`src/rtl/mem_port_arbiter.sv`:
```
// mem_port_arbiter: shares one single-ported backing memory between the fetch
// stage (reads) and the memory stage (loads/stores). The memory stage has
// priority, but a starvation counter limits how long fetch can be locked out.
// Each access is a request/ack transaction. Completion is reported by a
// registered one-cycle valid pulse.
// Optional build macro ARB_STATS_EN enables the wait/forced-grant statistic
// counters. When it is undefined, the stat ports are tied to zero.
module mem_port_arbiter #(
  parameter int unsigned ADDR_W     = 32,
  parameter int unsigned DATA_W     = 32,
  parameter int unsigned STARVE_MAX = 3
) (
  input  logic              clk,
  input  logic              rst,
  // fetch port
  input  logic              if_req,
  input  logic [ADDR_W-1:0] if_addr,
  output logic [DATA_W-1:0] if_rdata,
  output logic              if_valid,
  output logic              if_busy,
  // memory-stage port
  input  logic              mm_req,
  input  logic              mm_we,
  input  logic [ADDR_W-1:0] mm_addr,
  input  logic [DATA_W-1:0] mm_wdata,
  output logic [DATA_W-1:0] mm_rdata,
  output logic              mm_valid,
  output logic              mm_busy,
  // backing memory port
  output logic              mem_req,
  output logic              mem_we,
  output logic [ADDR_W-1:0] mem_addr,
  output logic [DATA_W-1:0] mem_wdata,
  input  logic [DATA_W-1:0] mem_rdata,
  input  logic              mem_ack,
  // statistics
  output logic [31:0]       stat_if_wait,
  output logic [31:0]       stat_mm_wait,
  output logic [31:0]       stat_forced
);

  localparam int unsigned CNT_W = (STARVE_MAX > 0) ? $clog2(STARVE_MAX + 1) : 1;
  localparam logic [CNT_W-1:0] STARVE_LIM = CNT_W'(STARVE_MAX);

  typedef enum logic [2:0] {
    IDLE    = 3'd0,
    BUSY_IF = 3'd1,
    BUSY_MM = 3'd2,
    RESP_IF = 3'd3,
    RESP_MM = 3'd4
  } state_t;

  state_t            state, state_d;
  logic [CNT_W-1:0]  starve_cnt, starve_cnt_d;
  logic              mem_req_d, mem_we_d;
  logic [ADDR_W-1:0] mem_addr_d;
  logic [DATA_W-1:0] mem_wdata_d;
  logic [DATA_W-1:0] if_rdata_d, mm_rdata_d;
  logic              if_valid_d, mm_valid_d;
  logic              mm_wins;

  // The memory stage wins unless fetch is also waiting and its lockout budget is spent.
  assign mm_wins = mm_req & (~if_req | (starve_cnt < STARVE_LIM));

  // Busy flags feed the stall controller directly.
  assign if_busy = if_req & ~if_valid;
  assign mm_busy = mm_req & ~mm_valid;

  // Next-state and next-register computation.
  always_comb begin
    state_d      = state;
    starve_cnt_d = starve_cnt;
    mem_req_d    = mem_req;
    mem_we_d     = mem_we;
    mem_addr_d   = mem_addr;
    mem_wdata_d  = mem_wdata;
    if_rdata_d   = if_rdata;
    mm_rdata_d   = mm_rdata;
    if_valid_d   = 1'b0;
    mm_valid_d   = 1'b0;

    case (state)
      IDLE: begin
        if (mm_wins) begin
          state_d     = BUSY_MM;
          mem_req_d   = 1'b1;
          mem_we_d    = mm_we;
          mem_addr_d  = mm_addr;
          mem_wdata_d = mm_wdata;
          if (if_req && (starve_cnt != STARVE_LIM)) begin
            starve_cnt_d = starve_cnt + CNT_W'(1);
          end
        end else if (if_req) begin
          state_d      = BUSY_IF;
          mem_req_d    = 1'b1;
          mem_we_d     = 1'b0;
          mem_addr_d   = if_addr;
          mem_wdata_d  = '0;
          starve_cnt_d = '0;
        end
      end

      BUSY_IF: begin
        if (mem_ack) begin
          if_rdata_d = mem_rdata;
          if_valid_d = 1'b1;
          mem_req_d  = 1'b0;
          state_d    = RESP_IF;
        end
      end

      BUSY_MM: begin
        if (mem_ack) begin
          // A store leaves the previous load data in place.
          if (!mem_we) begin
            mm_rdata_d = mem_rdata;
          end
          mm_valid_d = 1'b1;
          mem_req_d  = 1'b0;
          state_d    = RESP_MM;
        end
      end

      // The response cycle makes no grant, so a level request still high here is not served twice.
      RESP_IF, RESP_MM: begin
        state_d = IDLE;
      end

      default: begin
        state_d   = IDLE;
        mem_req_d = 1'b0;
      end
    endcase
  end

  // State and datapath registers.
  always_ff @(posedge clk) begin
    if (rst) begin
      state      <= IDLE;
      starve_cnt <= '0;
      mem_req    <= 1'b0;
      mem_we     <= 1'b0;
      mem_addr   <= '0;
      mem_wdata  <= '0;
      if_rdata   <= '0;
      mm_rdata   <= '0;
      if_valid   <= 1'b0;
      mm_valid   <= 1'b0;
    end else begin
      state      <= state_d;
      starve_cnt <= starve_cnt_d;
      mem_req    <= mem_req_d;
      mem_we     <= mem_we_d;
      mem_addr   <= mem_addr_d;
      mem_wdata  <= mem_wdata_d;
      if_rdata   <= if_rdata_d;
      mm_rdata   <= mm_rdata_d;
      if_valid   <= if_valid_d;
      mm_valid   <= mm_valid_d;
    end
  end

`ifdef ARB_STATS_EN
  logic forced_if;

  // A fetch grant while mm_req is high happens only when the lockout budget is spent.
  assign forced_if = (state == IDLE) & if_req & mm_req & ~mm_wins;

  // Saturating wait and forced-grant counters.
  always_ff @(posedge clk) begin
    if (rst) begin
      stat_if_wait <= '0;
      stat_mm_wait <= '0;
      stat_forced  <= '0;
    end else begin
      if (if_busy && (stat_if_wait != '1)) begin
        stat_if_wait <= stat_if_wait + 32'd1;
      end
      if (mm_busy && (stat_mm_wait != '1)) begin
        stat_mm_wait <= stat_mm_wait + 32'd1;
      end
      if (forced_if && (stat_forced != '1)) begin
        stat_forced <= stat_forced + 32'd1;
      end
    end
  end
`else
  assign stat_if_wait = '0;
  assign stat_mm_wait = '0;
  assign stat_forced  = '0;
`endif

endmodule

```
`config.mk`:
```
export PLATFORM = sky130hd
export DESIGN_NAME = mem_port_arbiter
export DESIGN_NICKNAME = d
export VERILOG_FILES = /design/src/rtl/mem_port_arbiter.sv
export SDC_FILE = /design/constraint.sdc
export NUM_CORES = 1
export LEC_CHECK = 0
export CAP_MARGIN = 20
export CORE_AREA = 4 4 139 141
export DETAILED_ROUTE_END_ITERATION = 10
export DIE_AREA = 0 0 143 145
export PLACE_DENSITY = 0.72
export SYNTH_ARGS = -nofsm -noshare
export SYNTH_HDL_FRONTEND = slang
export SYNTH_SLANG_ARGS = --single-unit
```
`constraint.sdc`:
```
create_clock -name clk -period 4.5 [get_ports clk]
set_input_delay 0.9 -clock clk [delete_from_list [all_inputs] [get_ports clk]]
set_output_delay 0.9 -clock clk [all_outputs]
set_load 0.02 [all_outputs]
```
==> flow_summary.ini <==
[routing]
drt_iter0_markers = 301
drtAntennaViolNets = 0
wire_per_inst_um = 14.7
finalWirelength_mm = 18.1
first_pass_iters = 4
vias = 5589
viasPerCell = 4.54
drc_errors = 0

[placed_design]
numPortBuffers = 267
dp_hpwl_mm = 12.9
gp_congestion = 0.778

[cts]
post_cts_buffers = 0
clock_sinks = 137
clk_path_buf_depth = 2
path_clk_slew_ns = 0.07
root_buffer = clkbuf_16
htreeDepth = 4
cts_hold_buf = 0
cts_tree = built
worstSkewPairLatency_ns = 0.42
postCtsResizedCells = 0
numCtsBuffers = 17

[setup_path]
crit_type = input port to output pin
crit_required_ns = 3.60
path_delay_family = buffers and inverters
cp_slowest_cell = clkdlybuf4s50_1
path_cells = clkdlybuf4s50_1 -> nor2b_1 -> clkdlybuf4s50_1
cp-end-kind = output pin
arrival_ns = 2.49
critPathLaunchType = input port
cp_common_cell = clkdlybuf4s50_1
cp_num_buf_inv = 2
cpPeakStageDelay_ns = 0.66
worst-path-max-fanout = 7

[global_route]
grt_pass1_wl_mm = 27.0
gr-total-overflow = 0
grt_antenna_before_repair = 0
track_usage_pct = 16.4
grt_max_degree = 88
grt_pass1_vias = 4950

[yosys]
synth_simple_gate_area_share_pct = 21.4
synth_area_leaders = dfxtp_1 46%, nand2_1 14%, buf_4 13%, a21oi_1 8.5%, a311oi_1 4.7%
synth_edf_count = 0
yosysSeqAreaShare_pct = 46.2
synth_top_area_share_pct = 46.2
ys_types = 35
ys_ff_latch = 137
synth_common_cells = 227 x nand2_1, 137 x dfxtp_1, 101 x a21oi_1
ys.flop_type = dfxtp_1
synthCells = 753
synthXorXnorAreaFrac_pct = 0
muxShareOfSynthArea_pct = 0
synth.most_common_cell = nand2_1
syn_area_um2 = 5940
synthArstFlopShare_pct = 0
synth_top_family_by_area = simple AND/OR/NAND/NOR gates
synth_warnings = 0
yosysTopAreaCell = dfxtp_1
synthAdderAreaFrac_pct = 0.211
syn_area_per_cell_um2 = 7.88
synth_compound_area_share_pct = 14.8

[timing]
hold_viol_final = 0
tns_ns = 0
tightest_slew_ns = 0.951
fmax_mhz = 295
slew_headroom_pct = 36.6
rsz0062_at_grt = false
setup_viol = 0
fin_crit_sh_pct = 75.3
period_needed_ns = 3.39
worst_hold_slack_ns = 0.450
fin_skew_ns = 0.0128
finalMaxSlewViolations = 0

[power]
p_leak_nw = 3.35
peakVddDrop_mv = 0.238
p_total_w = 0.00360
powerDensity_nw_per_um2 = 403

[finish]
area_growth_pct = 50.4
antenna_cells = 0
drive_gt1_share_pct = 4.89
fin_util_pct = 49.7
final_nets = 1125

[floorplanning]
core_area_um2 = 18000
dieArea_um2 = 20700
start_util_pct = 33.0
fp-row-count = 49
die_h_um = 145
fp.dieW_um = 143
io_pins = 364

[status]
status = finished, final reports clean

[job]
max_cap_violations = 0

[min_path]
hp-class = flip-flop to flip-flop
registers in the layout, summed over array words and instances (netlist names):
register / flops
mm_rdata: 32
mem_addr: 32
starve_cnt: 2
state: 3
mem_wdata: 32
if_rdata: 32
mem_we: 1
if_valid: 1
mm_valid: 1
mem_req: 1
cell usage in the layout, fill, tap and decap left out, types with 5 or more instances in the layout:
cell	count
nor2_1	37
nand2_1	227
clkbuf_16	17
a21oi_1	101
inv_8	5
conb_1	96
a311oi_1	32
clkdlybuf4s50_1	266
dfxtp_1	137
buf_4	8
nand3_1	34
power breakdown:
| group | internal (W) | switching, W | total (W) | leakage (nW) |
|---|---|---|---|---|
| Clock | 0.000740 | 0.000625 | 0.00136 | 0.284 |
| Sequential | 0.00132 | 0.0000584 | 0.00137 | 1.12 |
| Combinational | 0.000368 | 0.000489 | 0.000857 | 1.94 |
| Total | 0.00242 | 0.00117 | 0.00360 | 3.35 |
per-layer routing:
metal,global-route usage [%],wire length [um]
met5,0,0
met4,6.04,325
met1,19.2,7170
met3,6.55,1970
met2,26.8,8670
logic make-up (layout without fill, tap and decap cells):
logic type      Yosys count  count (layout)
fa+ha+maj                 1               1
other cells               1              96
compound gates          146             146
simple gates            313             313
flops                   137             137
buf+inv                 155             310
worst paths after layout:
check / start / endpoint / slack, ns / cells past startpoint
max: mm_req / mm_busy / 1.11 / 3
min: mem_wdata[27] / mem_wdata[27] / 0.45 / 2
max reg2reg: state[0] / mem_addr[18] / 2.49 / 5
min reg2reg: mem_wdata[27] / mem_wdata[27] / 0.45 / 2
worst reg2reg max path, stage by stage, from the launching register on:
cell and delay [ns]:
dfxtp_1 0.44, nor3_2 0.34, o21a_4 0.45, buf_12 0.31
nor2_1 0.11, a311oi_1 0.26
through the flow:
stage	std cells	area (um^2)	setup WS, ns
2_1_floorplan	848	6290	2.19
3_3_place_gp	1200	8350	1.11
3_5_place_dp	1200	8350	1.10
4_1_cts	1232	8920	1.11
5_1_grt	1232	8920	1.06
6_report	1232	8920	1.11
final cells by class:
| class | instances | area [um^2] |
|---|---|---|
| Clock buffer | 17 | 425 |
| Clock inverter | 15 | 154 |
| Fill cell | 1758 | 9040 |
| Inverter | 2 | 7.51 |
| Multi-Input combinational cell | 556 | 2550 |
| Sequential cell | 137 | 2740 |
| Tap cell | 229 | 287 |
| Timing Repair Buffer | 276 | 2760 |
Power figures use the tool's default switching activity.
